--- config.mk ---
export PLATFORM = sky130hd
export DESIGN_NAME = pipe_sequencer_flat
export DESIGN_NICKNAME = d
export VERILOG_FILES = /design/src/rtl/core_pkg.sv /design/src/rtl/pipe_sequencer_if.sv /design/src/rtl/pipe_sequencer_load_use_detect.sv /design/src/rtl/pipe_sequencer.sv /design/src/flat_wrapper.sv
export SDC_FILE = /design/constraint.sdc
export NUM_CORES = 1
export LEC_CHECK = 0
export CORE_MARGIN = 1.5
export CORE_UTILIZATION = 34
export CTS_CLUSTER_DIAMETER = 120
export CTS_CLUSTER_SIZE = 12
export DETAILED_ROUTE_END_ITERATION = 7
export GPL_TIMING_DRIVEN = 0
export PLACE_DENSITY = 0.76
export RECOVER_POWER = 100
export SETUP_SLACK_MARGIN = 0.1
export SLEW_MARGIN = 0
export SYNTH_ARGS = -nofsm -noshare
export SYNTH_HDL_FRONTEND = slang
export SYNTH_SLANG_ARGS = --single-unit
--- constraint.sdc ---
create_clock -name clk -period 2.31 [get_ports clk]
set_input_delay 0.5775 -clock clk [delete_from_list [all_inputs] [get_ports clk]]
set_output_delay 0.5775 -clock clk [all_outputs]
set_load 0.005 [all_outputs]
--- src/rtl/core_pkg.sv ---
// Shared core constants: sequencer state codes, decoder opcodes, widths.
// Imported by the sequencer, its interface users and the decoder.
package core_pkg;

  localparam int OPCODE_W   = 7;
  localparam int REG_ADDR_W = 3;

  localparam logic [OPCODE_W-1:0] OP_HLT = 7'b1100001;
  localparam logic [OPCODE_W-1:0] OP_LDD = 7'b0000011;
  localparam logic [OPCODE_W-1:0] OP_NOP = 7'b0010011;

  typedef enum logic [2:0] {
    ST_RUN      = 3'd0,
    ST_DRAIN_H  = 3'd1,
    ST_HALT     = 3'd2,
    ST_DRAIN_I  = 3'd3,
    ST_INTR_VEC = 3'd4
  } seq_state_e;

endpackage

--- src/rtl/pipe_sequencer_if.sv ---
// Decoder/sequencer bundle: ID/EX hazard inputs, interrupt, stage controls.
// master = decoder/pipeline side, slave = pipe_sequencer.
interface pipe_sequencer_if #(
  parameter int OPCODE_W   = 7,
  parameter int REG_ADDR_W = 3
);

  logic [OPCODE_W-1:0]   id_opcode;
  logic [REG_ADDR_W-1:0] id_src1;
  logic [REG_ADDR_W-1:0] id_src2;
  logic                  id_uses_src2;
  logic                  ex_is_load;
  logic [REG_ADDR_W-1:0] ex_dst;
  logic                  intr;

  logic                  pc_en;
  logic                  ifid_en;
  logic                  ifid_flush;
  logic                  idex_bubble;
  logic                  epc_capture;
  logic                  pc_sel_intr;
  logic                  intr_ack;
  logic                  halted;
  logic [2:0]            seq_state;

  modport master (
    output id_opcode, id_src1, id_src2,
    output id_uses_src2, ex_is_load, ex_dst, intr,
    input  pc_en, ifid_en, ifid_flush,
    input  idex_bubble, epc_capture,
    input  pc_sel_intr, intr_ack, halted,
    input  seq_state
  );

  modport slave (
    input  id_opcode, id_src1, id_src2,
    input  id_uses_src2, ex_is_load, ex_dst, intr,
    output pc_en, ifid_en, ifid_flush,
    output idex_bubble, epc_capture,
    output pc_sel_intr, intr_ack, halted,
    output seq_state
  );

endinterface

--- src/rtl/pipe_sequencer_load_use_detect.sv ---
// Load-use comparator: EX load whose dst feeds a source of the ID instr.
// Ports: ex_is_load/ex_dst, id_src1/id_src2/id_uses_src2 in; hazard out.
module load_use_detect #(
  parameter int REG_ADDR_W = 3
) (
  input  logic                  ex_is_load,
  input  logic [REG_ADDR_W-1:0] ex_dst,
  input  logic [REG_ADDR_W-1:0] id_src1,
  input  logic [REG_ADDR_W-1:0] id_src2,
  input  logic                  id_uses_src2,
  output logic                  hazard
);

  logic hit1;
  logic hit2;

  assign hit1   = (ex_dst == id_src1);
  assign hit2   = id_uses_src2 & (ex_dst == id_src2);
  assign hazard = ex_is_load & (hit1 | hit2);

endmodule

--- src/rtl/pipe_sequencer.sv ---
// Pipeline sequencer: load-use stalls, HLT drain/freeze, interrupt entry.
// Ports: clk, reset (sync, active-high), bus (slave) with stage controls.
module pipe_sequencer #(
  parameter int                 OPCODE_W     = 7,
  parameter int                 REG_ADDR_W   = 3,
  parameter int                 DRAIN_CYCLES = 3,
  parameter logic [OPCODE_W-1:0] HLT_OPCODE  = 7'b1100001
) (
  input  logic             clk,
  input  logic             reset,
  pipe_sequencer_if.slave  bus
);

  import core_pkg::*;

  localparam int CNT_W = $clog2(DRAIN_CYCLES + 1);
  localparam logic [CNT_W-1:0] CNT_LOAD = CNT_W'(DRAIN_CYCLES);
  localparam logic [CNT_W-1:0] CNT_ONE  = CNT_W'(1);

  seq_state_e       state_q, state_d;
  logic [CNT_W-1:0] cnt_q, cnt_d;
  logic             intr_pending_q, intr_pending_d;

  logic hazard;
  logic take_intr;
  logic is_hlt;

  load_use_detect #(
    .REG_ADDR_W (REG_ADDR_W)
  ) u_lud (
    .ex_is_load   (bus.ex_is_load),
    .ex_dst       (bus.ex_dst),
    .id_src1      (bus.id_src1),
    .id_src2      (bus.id_src2),
    .id_uses_src2 (bus.id_uses_src2),
    .hazard       (hazard)
  );

  assign take_intr = bus.intr | intr_pending_q;
  assign is_hlt    = (bus.id_opcode == HLT_OPCODE);

  always_ff @(posedge clk) begin
    if (reset) begin
      state_q        <= ST_RUN;
      cnt_q          <= '0;
      intr_pending_q <= 1'b0;
    end else begin
      state_q        <= state_d;
      cnt_q          <= cnt_d;
      intr_pending_q <= intr_pending_d;
    end
  end

  always_comb begin
    state_d        = state_q;
    cnt_d          = cnt_q;
    intr_pending_d = intr_pending_q;
    unique case (state_q)
      ST_RUN: begin
        if (bus.intr) intr_pending_d = 1'b1;
        if (hazard) begin
          state_d = ST_RUN;
        end else if (take_intr) begin
          state_d = ST_DRAIN_I;
          cnt_d   = CNT_LOAD;
        end else if (is_hlt) begin
          state_d = ST_DRAIN_H;
          cnt_d   = CNT_LOAD;
        end
      end
      ST_DRAIN_H: begin
        if (bus.intr) intr_pending_d = 1'b1;
        if (cnt_q != '0) cnt_d = cnt_q - CNT_ONE;
        if (cnt_q <= CNT_ONE) state_d = ST_HALT;
      end
      ST_HALT: begin
        if (take_intr) state_d = ST_INTR_VEC;
      end
      ST_DRAIN_I: begin
        if (cnt_q != '0) cnt_d = cnt_q - CNT_ONE;
        if (cnt_q <= CNT_ONE) state_d = ST_INTR_VEC;
      end
      ST_INTR_VEC: begin
        state_d = ST_RUN;
      end
      default: begin
        state_d = ST_RUN;
      end
    endcase
    // A request is consumed as soon as the vector cycle is entered.
    if (state_d == ST_INTR_VEC) intr_pending_d = 1'b0;
  end

  always_comb begin
    bus.pc_en       = 1'b0;
    bus.ifid_en     = 1'b0;
    bus.ifid_flush  = 1'b0;
    bus.idex_bubble = 1'b0;
    bus.epc_capture = 1'b0;
    bus.pc_sel_intr = 1'b0;
    bus.intr_ack    = 1'b0;
    bus.halted      = 1'b0;
    bus.seq_state   = state_q;
    if (reset) begin
      bus.ifid_flush  = 1'b1;
      bus.idex_bubble = 1'b1;
      bus.seq_state   = ST_RUN;
    end else begin
      unique case (state_q)
        ST_RUN: begin
          bus.pc_en   = 1'b1;
          bus.ifid_en = 1'b1;
          if (hazard) begin
            bus.pc_en       = 1'b0;
            bus.ifid_en     = 1'b0;
            bus.idex_bubble = 1'b1;
          end else if (take_intr) begin
            bus.pc_en       = 1'b0;
            bus.epc_capture = 1'b1;
            bus.ifid_flush  = 1'b1;
            bus.idex_bubble = 1'b1;
          end else if (is_hlt) begin
            // HLT itself moves on to EX; only the fetch behind it dies.
            bus.pc_en      = 1'b0;
            bus.ifid_flush = 1'b1;
          end
        end
        ST_DRAIN_H, ST_DRAIN_I: begin
          bus.idex_bubble = 1'b1;
        end
        ST_HALT: begin
          bus.halted      = 1'b1;
          bus.idex_bubble = 1'b1;
        end
        ST_INTR_VEC: begin
          bus.pc_sel_intr = 1'b1;
          bus.pc_en       = 1'b1;
          bus.intr_ack    = 1'b1;
          bus.ifid_flush  = 1'b1;
          bus.idex_bubble = 1'b1;
        end
        default: begin
          bus.idex_bubble = 1'b1;
        end
      endcase
    end
  end

endmodule

--- src/flat_wrapper.sv ---
// flat-port wrapper written by rule: the top's interface ports become plain ports
module pipe_sequencer_flat import core_pkg::*;
#(
  parameter int                 OPCODE_W     = 7,
  parameter int                 REG_ADDR_W   = 3,
  parameter int                 DRAIN_CYCLES = 3,
  parameter logic [OPCODE_W-1:0] HLT_OPCODE  = 7'b1100001
)
  (clk, reset, bus_id_opcode, bus_id_src1, bus_id_src2, bus_id_uses_src2, bus_ex_is_load, bus_ex_dst, bus_intr, bus_pc_en, bus_ifid_en, bus_ifid_flush, bus_idex_bubble, bus_epc_capture, bus_pc_sel_intr, bus_intr_ack, bus_halted, bus_seq_state);
  pipe_sequencer_if #(.OPCODE_W(OPCODE_W), .REG_ADDR_W(REG_ADDR_W)) bus_i ();
  input  logic clk;
  input  logic reset;
  input wire logic [$bits(bus_i.id_opcode)-1:0] bus_id_opcode;
  input wire logic [$bits(bus_i.id_src1)-1:0] bus_id_src1;
  input wire logic [$bits(bus_i.id_src2)-1:0] bus_id_src2;
  input wire logic [$bits(bus_i.id_uses_src2)-1:0] bus_id_uses_src2;
  input wire logic [$bits(bus_i.ex_is_load)-1:0] bus_ex_is_load;
  input wire logic [$bits(bus_i.ex_dst)-1:0] bus_ex_dst;
  input wire logic [$bits(bus_i.intr)-1:0] bus_intr;
  output wire logic [$bits(bus_i.pc_en)-1:0] bus_pc_en;
  output wire logic [$bits(bus_i.ifid_en)-1:0] bus_ifid_en;
  output wire logic [$bits(bus_i.ifid_flush)-1:0] bus_ifid_flush;
  output wire logic [$bits(bus_i.idex_bubble)-1:0] bus_idex_bubble;
  output wire logic [$bits(bus_i.epc_capture)-1:0] bus_epc_capture;
  output wire logic [$bits(bus_i.pc_sel_intr)-1:0] bus_pc_sel_intr;
  output wire logic [$bits(bus_i.intr_ack)-1:0] bus_intr_ack;
  output wire logic [$bits(bus_i.halted)-1:0] bus_halted;
  output wire logic [$bits(bus_i.seq_state)-1:0] bus_seq_state;
  assign bus_i.id_opcode = bus_id_opcode;
  assign bus_i.id_src1 = bus_id_src1;
  assign bus_i.id_src2 = bus_id_src2;
  assign bus_i.id_uses_src2 = bus_id_uses_src2;
  assign bus_i.ex_is_load = bus_ex_is_load;
  assign bus_i.ex_dst = bus_ex_dst;
  assign bus_i.intr = bus_intr;
  assign bus_pc_en = bus_i.pc_en;
  assign bus_ifid_en = bus_i.ifid_en;
  assign bus_ifid_flush = bus_i.ifid_flush;
  assign bus_idex_bubble = bus_i.idex_bubble;
  assign bus_epc_capture = bus_i.epc_capture;
  assign bus_pc_sel_intr = bus_i.pc_sel_intr;
  assign bus_intr_ack = bus_i.intr_ack;
  assign bus_halted = bus_i.halted;
  assign bus_seq_state = bus_i.seq_state;
  pipe_sequencer #(.OPCODE_W(OPCODE_W), .REG_ADDR_W(REG_ADDR_W), .DRAIN_CYCLES(DRAIN_CYCLES), .HLT_OPCODE(HLT_OPCODE)) u_core (.clk(clk), .reset(reset), .bus(bus_i));
endmodule
==> results of run 1 <==
## worst reg2reg max path: stages, from the launching register on
cell	delay (ns)
dfxtp_1	0.40
a311o_1	0.22
nand4_1	0.17
buf_4	0.17
buf_4	0.12
buf_4	0.12
buf_4	0.12
buf_4	0.14
o22ai_2	0.14
## metrics by stage
step                      cell area, sq um  TNS (ns)  hold slack [ns]   util
after floorplan                        492         0            0.466      -
after global placement                 811     -3.37            0.486  0.615
after detailed placement               811     -3.38            0.492  0.615
after CTS                              876         0            0.503  0.665
after global routing                   906  -0.00182            0.535  0.688
final                                  906         0            0.532  0.688
## layout make-up
type	count	area share
Tap cell	15	0.0207
Buffer	2	0.0166
Inverter	6	0.0249
Timing Repair Buffer	40	0.358
Multi-Input combinational cell	51	0.421
Clock buffer	3	0.0249
Sequential cell	6	0.134
## where the power goes
group	switching [W]	total [W]	internal (W)	leakage, nW
Combinational	0.000212	0.000485	0.000273	0.366
Clock	0.0000395	0.0000984	0.0000589	0.0138
Sequential	0.0000543	0.000199	0.000145	0.0502
Total	0.000306	0.000782	0.000476	0.430
## Yosys cell counts, types with 2 or more instances
cell type / count / share of area
nor2_1: 8 / 0.061
dfxtp_1: 6 / 0.24
inv_1: 6 / 0.046
a21oi_1: 5 / 0.051
nand2_1: 5 / 0.038
o21ai_0: 4 / 0.041
xnor2_1: 4 / 0.071
nor2b_1: 3 / 0.038
o31ai_1: 3 / 0.046
xor2_1: 3 / 0.053
ha_1: 2 / 0.051
nand4_1: 2 / 0.025
o22ai_1: 2 / 0.025
## worst max-delay path by stage
stage / from / endpoint / slack (ns) / cells after the start
global placement: bus_ex_dst[2] / bus_idex_bubble / -0.75 / 6
floorplan: bus_ex_dst[2] / bus_idex_bubble / 0.26 / 4
finish: bus_id_src2[1] / bus_ifid_flush / 0.03 / 6
detailed placement: bus_ex_dst[1] / bus_idex_bubble / -0.75 / 6
CTS: bus_id_src2[1] / bus_idex_bubble / 0.05 / 6
global route: bus_id_src2[1] / bus_ifid_flush / -0.002 / 6
## layer usage
metal | vias to the layer above | GRT usage | wire length (um)
li1 | 318 | - | -
met2 | 26 | 0.363 | 786
met4 | 0 | 0.150 | 15
met1 | 273 | 0.222 | 616
met5 | - | 0 | 0
met3 | 2 | 0.0272 | 90
## cell usage in the layout, fill, tap and decap left out, types with 4 or more instances in the layout
| master | instances |
|---|---|
| o21ai_0 | 4 |
| nor2_1 | 5 |
| dfxtp_1 | 5 |
| nand2_1 | 5 |
| a21oi_1 | 5 |
| dlygate4sd2_1 | 6 |
| buf_6 | 5 |
| inv_1 | 6 |
| buf_2 | 10 |
| buf_4 | 12 |
| xnor2_1 | 4 |
| clkdlybuf4s50_1 | 6 |
## state kept, by name, indices dropped and copies added, names as in the netlist
name                   cells
u_core.state_q             3
u_core.cnt_q               2
u_core.intr_pending_q      1
## logic make-up after synthesis
| kind of cell | count (synthesis) | synth area share |
|---|---|---|
| adders and majority gates | 2 | 0.0509 |
| xor gates and xnor gates | 7 | 0.125 |
| buffers and inverters | 8 | 0.0712 |
| and+or+nand+nor | 26 | 0.305 |
| DFF | 6 | 0.244 |
| AOI/OAI and AO/OA | 16 | 0.204 |
## timing repair
item,CTS,global route
buffers inserted,12,1
endpoints found under the setup margin,7,10
gates resized for setup,77,8
pin swaps,20,3
==> metrics.txt, run 1 <==
outcome complete, no violations; RSZ-0062 raised after global routing yes; R2R cell count 8; first-pass GRT wire length 2260 um; I/O pin total 32; DP Wirelength roughly 1100 um; die width 41.0 um; worst min path class reg2reg; Root Buffer clkbuf_4; die height slightly above 40 um; Final #Nets roughly 130; maxcap violations 0; total power draw 0.000782 W; Clock Pin Slew Worst Setup and Hold Paths 0.05 ns; worst path arrival time around 1.7 ns; I/O Buffers 30; Hold Path Depth 2; H-tree Lvls 1; EDFF count, synth 0; vias in the first global route 557; share of cells above drive strength 1 0.380; number of antenna violations at the first check in global routing 0; total global routing overflow 0; Post-synth ARST share 0; antenna-violating nets left 0; CTS tree done; critical path, cell by cell buf_6 > xor2_1 > or4_4 > nand4_1 > nand2_1 > buf_2; Syn Area/Cell roughly 7.6 sq um; fillers ~120; Max stage delay on crit path approximately 0.54 ns; final WL approximately 1500 um; Worst-Skew Late Latency 0.24 ns; Routed WL per cell about 12 um; post-synthesis sequential area ratio 0.244; P per Cell Area 864 nW/um^2; non-filler cells, final 123; starting density of the core 0.373; Hold Path Sink u_core.state_q[2]; Worst Path Buf+Inv 2; Period minus WS final 2.28 ns; worst r2r src u_core.intr_pending_q; actual slew at the worst max-slew pin roughly 0.28 ns; synth unique cells 25; crit-path max FO 2; cells after synthesis 65; Setup Crit Path Kind in2out; final slew viol count 0; CTS Hold Bufs 0; CORE AREA around 1300 sq um; R2R setup slack about 0.65 ns; Required @ worst endpoint 1.73 ns; leak pwr between 0.4 and 0.5 nW; Pre-Repair DR Iteration Count 4; FF+latch area approximately 120 sq um; via count 619; Top Family by Delay on Critical Path simple AND/OR/NAND/NOR gates; Placed Cells incl. Taps 110; YS warnings 0; via/cell ratio a little over 5; Synth Net Count 88; Area Overhead vs Synth 84.2%; DR iter-0 viols 11; Antenna diodes 0; Max IR drop VDD roughly 0.34 mV; clock skew about 0.00024 ns; Final Hold Viols 0; largest net degree at the start of global routing 11; area occupied by multi-input gates roughly 380 sq um; CP Launch Type primary input; pre-CTS WS -0.751 ns; crit path capture type output pin; Slew HR 0.811; synthesis-stage register bit count 6; Top FF cell, synth dfxtp_1; fmax roughly 440 MHz; worst min-delay path startpoint u_core.state_q[1]; final setup violation count 0; std cell rows 13; Placer Congestion between 0.6 and 0.7; total track usage 0.207; die area approximately 1700 sq um; CTS Buffer Depth 2; min setup slack post-route around 0.026 ns; period utilization 0.989; Num CTS Buffers 3; # DRC 0; clock sink count 6; Cell Area, Synth just under 500 sq um; Slowest-stage cell, CP or4_4; worst r2r dst u_core.cnt_q[0]
Power figures use the tool's default switching activity.
==> inputs of run 2 (changes only) <==
CORE_MARGIN = 2   (was 1.5)
==> metrics.txt, run 2 (same netlist as run 1, synthesis figures left out) <==
Int Pwr 0.000444 W (was 0.000476 W); leak pwr 0.408 nW (was 0.430 nW); total track usage 0.171 (was 0.207); vias in the first global route 590 (was 557); fin area 871 sq um (was 906 sq um); Final #Nets 129 (was 133); GR Util met2 0.334 (was 0.363); GR peak layer met2 (unchanged); CTS Hold Bufs 0 (unchanged); post-layout util 0.653 (was 0.688); number of antenna violations at the first check in global routing 0 (unchanged); total global routing overflow 0 (unchanged); max reg flops 3 (unchanged); Period minus WS final 2.30 ns (was 2.28 ns); R2R setup slack 0.99 ns (was 0.65 ns); Net Sw Frac 0.393 (was 0.391); actual slew at the worst max-slew pin 0.336 ns (was 0.282 ns); antenna-violating nets left 0 (unchanged); starting density of the core 0.369 (was 0.373); Max stage delay on crit path 0.53 ns (was 0.54 ns); met3 Use GR 0.0345 (was 0.0272); Final Hold Viols 0 (unchanged); outcome complete, no violations (unchanged); I/O pin total 32 (unchanged); final setup violation count 0 (unchanged); worst r2r dst u_core.cnt_q[1] (was u_core.cnt_q[0]); P per Cell Area 839 nW/um^2 (was 864 nW/um^2); first-pass GRT wire length 2390 um (was 2260 um); NetSw 0.000287 W (was 0.000306 W); sequential power share 0.273 (was 0.255); final slew viol count 0 (unchanged); via count 613 (was 619); Clk pwr share 0.132 (was 0.126); Critical Path Sink bus_pc_en (was bus_ifid_flush); worst min path class reg2reg (unchanged); Max IR drop VDD 0.456 mV (was 0.342 mV); DP Wirelength 1070 um (about the same); clock sink count 6 (unchanged); Clock Pin Slew Worst Setup and Hold Paths 0.05 ns (about the same); Area Overhead vs Synth 77.1% (was 84.2%); met1 GRT Util 0.174 (was 0.222); Worst-Skew Late Latency 0.24 ns (about the same); critical path, cell by cell buf_6 > xor2_1 > or4_4 > nand3_4 > buf_6 > o31ai_2 > buf_2 (was buf_6 > xor2_1 > or4_4 > nand4_1 > nand2_1 > buf_2); DR iter-0 viols 7 (was 11); clock skew 0.000345 ns (was 0.000243 ns); Worst Path Buf+Inv 3 (was 2); die width 42.0 um (was 41.0 um); period utilization 0.997 (was 0.989); die area 1770 sq um (was 1680 sq um); RSZ-0062 raised after global routing yes (unchanged); Antenna diodes 0 (unchanged); area of placed instances 811 sq um (unchanged); Pre-Repair DR Iteration Count 4 (unchanged); CORE AREA 1330 sq um (was 1320 sq um); Routed WL per cell 12.1 um (was 12.3 um); die height 42.0 um (was 41.0 um); worst path arrival time 1.73 ns (was 1.71 ns); R2R cell count 6 (was 8); CTS Buffer Depth 2 (unchanged); Slew HR 0.774 (was 0.811); CTS tree done (unchanged); H-tree Lvls 1 (unchanged); crit-path max FO 4 (was 2); Root Buffer clkbuf_4 (unchanged); share of cells above drive strength 1 0.356 (was 0.380); final WL 1450 um (was 1510 um); CP dominant cell by count buf_6; std cell rows 13 (unchanged); worst r2r src u_core.cnt_q[0] (was u_core.intr_pending_q); I/O Buffers 30 (unchanged); hold_ws 0.516 ns (was 0.532 ns); Required @ worst endpoint 1.73 ns (about the same); Comb power frac 0.595 (was 0.619); commonest cells after routing, fill and taps aside buf_2, buf_6, inv_1, nor2_1, clkdlybuf4s50_1 (was buf_4, buf_2, inv_1, dlygate4sd2_1, clkdlybuf4s50_1); crit path launch bus_id_src2[1] (unchanged); Largest Register u_core.state_q (unchanged); CP Launch Type primary input (unchanged); # DRC 0 (unchanged); top flop regs u_core.state_q x3, u_core.cnt_q x2, u_core.intr_pending_q x1 (unchanged); Top Family by Delay on Critical Path simple AND/OR/NAND/NOR gates (unchanged); via/cell ratio 5.15 (was 5.03); Num CTS Buffers 3 (unchanged); crit path capture type output pin (unchanged); Placer Congestion 0.769 (was 0.692); most common cell after layout, fill and taps aside buf_2 (was buf_4); largest net degree at the start of global routing 11 (unchanged); Crit path depth 7 (was 6); fmax 434 MHz (was 438 MHz); Setup Crit Path Kind in2out (unchanged); maxcap violations 0 (unchanged); total power draw 0.000731 W (was 0.000782 W); Slowest-stage cell, CP or4_4 (unchanged)
## run 2: changes by cell type in the layout (fill, tap and decap cells not counted)
cell / previous run / this run
nor2_2: 2 / 1
buf_2: 10 / 9
dlygate4sd2_1: 6 / 4
clkbuf_1: 0 / 1
clkbuf_2: 0 / 2
dfxtp_2: 1 / 2
o22ai_2: 1 / 0
nor2_1: 5 / 6
buf_4: 12 / 5
o22ai_1: 1 / 2
buf_6: 5 / 8
dfxtp_1: 5 / 4
## run 2: what timing repair did
action                                  in CTS  in global routing
endpoints found under the setup margin       6                  8
cloned                                       0                  0
pin swaps                                   16                  6
gates resized for setup                     79                 13
buffers inserted                             4                  2
## run 2: worst min path at each step
stage                                 start           endpoint  slack [ns]  cells after the start
after floorplan           u_core.state_q[1]  u_core.state_q[2]        0.47                      2
after global placement    u_core.state_q[1]  u_core.state_q[2]        0.49                      2
after detailed placement  u_core.state_q[1]  u_core.state_q[2]        0.49                      2
after CTS                 u_core.state_q[1]  u_core.state_q[2]        0.50                      2
after global routing      u_core.state_q[1]  u_core.state_q[2]        0.54                      2
final                     u_core.state_q[1]  u_core.state_q[2]        0.52                      2
## run 2: power by group through the flow
stage | clock network [W] | registers [W] | logic (W)
finish | 0.0000968 | 0.000199 | 0.000434
global route | 0.000104 | 0.000207 | 0.000483
CTS | 0.0000995 | 0.000192 | 0.000408
detailed placement | 0 | 0.000189 | 0.000370
global placement | 0 | 0.000189 | 0.000358
floorplan | 0 | 0.000178 | 0.000211
## run 2: per-layer routing
| metal | up-vias | part of all wire |
|---|---|---|
| li1 | 307 | - |
| met1 | 276 | 0.39 |
| met2 | 30 | 0.53 |
| met3 | 0 | 0.076 |
| met4 | 0 | 0 |
| met5 | - | 0 |
## run 2: stage by stage
| stage | TNS, ns | setup slack (ns) | std cells |
|---|---|---|---|
| after CTS | -0.00575 | -0.00493 | 117 |
| final | 0 | 0.00646 | 119 |
| after floorplan | 0 | 0.255 | 65 |
| after global placement | -3.38 | -0.747 | 110 |
| after detailed placement | -3.52 | -0.772 | 110 |
| after global routing | -0.0292 | -0.0231 | 119 |
## run 2: area by class of cell
class                           instances  area [sq um]
Multi-Input combinational cell         51           373
Tap cell                               15          18.8
Inverter                                6          22.5
Timing Repair Buffer                   36           297
Buffer                                  2          15.0
Clock buffer                            3          22.5
Sequential cell                         6           123
Fill cell                             125           463
## run 2: worst min-delay path, delay by kind of cell (launching register included)
family / cells / cell delay (ns)
flip-flops: 1 / 0.34
AND/OR/NAND/NOR: 2 / 0.14
==> inputs of run 3 (changes only) <==
CAP_MARGIN = 40   (was default)
==> results of run 3 <==
The final DEF is identical to that of run 2; final timing and power are the same.
==> variant, RTL diff (settings of run 3) <==
`DRAIN_CYCLES` is set to 3 in 2 places; all go to 2.
--- a/src/rtl/pipe_sequencer.sv
+++ b/src/rtl/pipe_sequencer.sv
@@ -3,7 +3,7 @@
 module pipe_sequencer #(
   parameter int                 OPCODE_W     = 7,
   parameter int                 REG_ADDR_W   = 3,
-  parameter int                 DRAIN_CYCLES = 3,
+  parameter int                 DRAIN_CYCLES = 2,
   parameter logic [OPCODE_W-1:0] HLT_OPCODE  = 7'b1100001
 ) (
   input  logic             clk,
--- a/src/flat_wrapper.sv
+++ b/src/flat_wrapper.sv
@@ -3,7 +3,7 @@
 #(
   parameter int                 OPCODE_W     = 7,
   parameter int                 REG_ADDR_W   = 3,
-  parameter int                 DRAIN_CYCLES = 3,
+  parameter int                 DRAIN_CYCLES = 2,
   parameter logic [OPCODE_W-1:0] HLT_OPCODE  = 7'b1100001
 )
   (clk, reset, bus_id_opcode, bus_id_src1, bus_id_src2, bus_id_uses_src2, bus_ex_is_load, bus_ex_dst, bus_intr, bus_pc_en, bus_ifid_en, bus_ifid_flush, bus_idex_bubble, bus_epc_capture, bus_pc_sel_intr, bus_intr_ack, bus_halted, bus_seq_state);
Function: changed (a bounded check fails within 4 cycles, from zero or initial values and one cycle with reset high).
==> variant against run 3 <==
- the run now ends with negative setup slack left
- fmax fell by 0.79%
- area after synthesis rose by 15%
- sequential cell count did not move
- via count rose by 9.0%
- register-to-register slack got worse by 0.46 ns
- power fell by 13%
- final area rose by 18%
- die area rose by 13%
- worst setup slack got worse by 0.018 ns
- wire length rose by 11%
- critical endpoint unchanged
==> variant: results (changes against run 3) <==
* Final GP Congestion at 0.788 (+2.4%)
* Post-synth net total at 96 (+9.1%)
* Synth cell types at 31 (+24%)
* Final setup viols at 1 (+1)
* Vias in the first global route at 669 (+13%)
* Maximum VDD drop at 0.000369 V (-19%)
* Crit-path max FO at 5 (+1)
* Layout Cells excl Fill at 133 (+12%)
* Postcts setup bufs at 8 (+4)
* Synth top cells by count: 12 x nor2_1, 7 x a21oi_1, 6 x dfxtp_1, 5 x nand2_1, 4 x inv_1
* R2R cell count at 7 (+1)
* Share of cells above drive strength 1 at 41.9% (+6.3 points)
* R2R Setup Slk at 0.53 ns (-0.46 ns)
* Failing checks: negative setup slack
* Worst-margin pin slew at 0.425 ns (+0.0883 ns)
* Clock Skew at 0.00443 ns (+0.00409 ns)
* GRT Overall Usage at 18.6% (+1.4 points)
* Post-synthesis sequential area ratio at 21.3% (-3.1 points)
* Hold Slack at 0.529 ns (+0.0134 ns)
* H-tree depth at 1 (unchanged)
* Final WL at 1610 microns (+11%)
* Antenna diode count at 0 (unchanged)
* Synth warnings at 0 (unchanged)
* CTS clk-pin slew, worst paths at 0.05 ns (about the same)
* Final WS setup at -0.0119 ns (-0.0184 ns)
* Initial DRC Count at 12 (+5)
* DRT antenna net count at 0 (unchanged)
* Dpl cells at 120 (+9.1%)
* Worst skew pair latency at 0.24 ns (about the same)
* Setup crit start: bus_id_src2[1]
* Vias per cell at 5.02 (-2.5%)
* R2R Path Start: u_core.state_q[0]
* Fill count at 134 (+7.2%)
* First-pass GRT wire length at 2770 microns (+16%)
* Top cells by area, synth: dfxtp_1 21%, nor2_1 8.0%, a21oi_1 6.2%
* Outcome: complete, but fails checks
* Mean Syn Cell Area at 7.71 sq um (+2.0%)
* Worst R2R End: u_core.cnt_q[1]
* Input/output buffers at 31 (+3.3%)
* CTS resizes at 86 (+8.9%)
* Final net count at 142 (+10%)
* Post-DP HPWL at 1120 microns (+4.9%)
* DR pass1 iterations at 4 (unchanged)
* Pre-CTS setup slack at -0.757 ns (+0.0154 ns)
* P_leak at 0.494 nW (+21%)
* Antenna violations before repair at 0 (unchanged)
* WHS Path Cells at 2 (unchanged)
[variant: metal layers]
metal  GRT usage (%)  vias up  routed length (microns)
li1                -      339                        -
met5               0        -                        0
met2            31.6       17                      803
met1            24.3      312                      746
met3            4.00        0                       59
met4            3.03        0                        0
[variant: per-stage QoR]
stage | area [sq um] | total power, mW | setup TNS [ns] | utilization, %
5_1_grt | 1030 | 0.691 | -0.0674 | 67.4
3_5_place_dp | 893 | 0.494 | -4.96 | 58.6
6_report | 1030 | 0.637 | -0.0119 | 67.4
2_1_floorplan | 563 | 0.358 | 0 | -
3_3_place_gp | 893 | 0.487 | -4.92 | 58.6
4_1_cts | 996 | 0.623 | -0.0124 | 65.4
[variant: final cells by class]
type / count / area [sq um] / area share (%)
Inverter: 4 / 15.0 / 1.46
Buffer: 4 / 41.3 / 4.02
Sequential cell: 6 / 120 / 11.7
Clock buffer: 3 / 22.5 / 2.19
Multi-Input combinational cell: 59 / 488 / 47.5
Tap cell: 16 / 20.0 / 1.95
Timing Repair Buffer: 41 / 320 / 31.2
[variant: critical path, cell delays in order]
cell     delay [ns]
buf_6          0.10
xor2_2         0.17
or4_4          0.56
a31oi_1        0.15
nor3_1         0.07
buf_2          0.12
[variant: cells by family after synthesis]
group	after synthesis	share of synthesized area [%]
flip-flops	6	21.3
multiplexers	1	2.67
buffers and inverters	8	6.22
adder cells (fa/ha/maj)	2	4.44
XOR/XNOR	6	9.34
AO/OA/AOI/OAI	17	22.4
AND/OR/NAND/NOR	33	33.6
[variant: where the power goes]
group / internal [mW] / switching (mW) / total [mW]
registers: 0.130 / 0.0249 / 0.155
clock network: 0.0589 / 0.0387 / 0.0976
logic: 0.210 / 0.174 / 0.385
total: 0.399 / 0.238 / 0.637
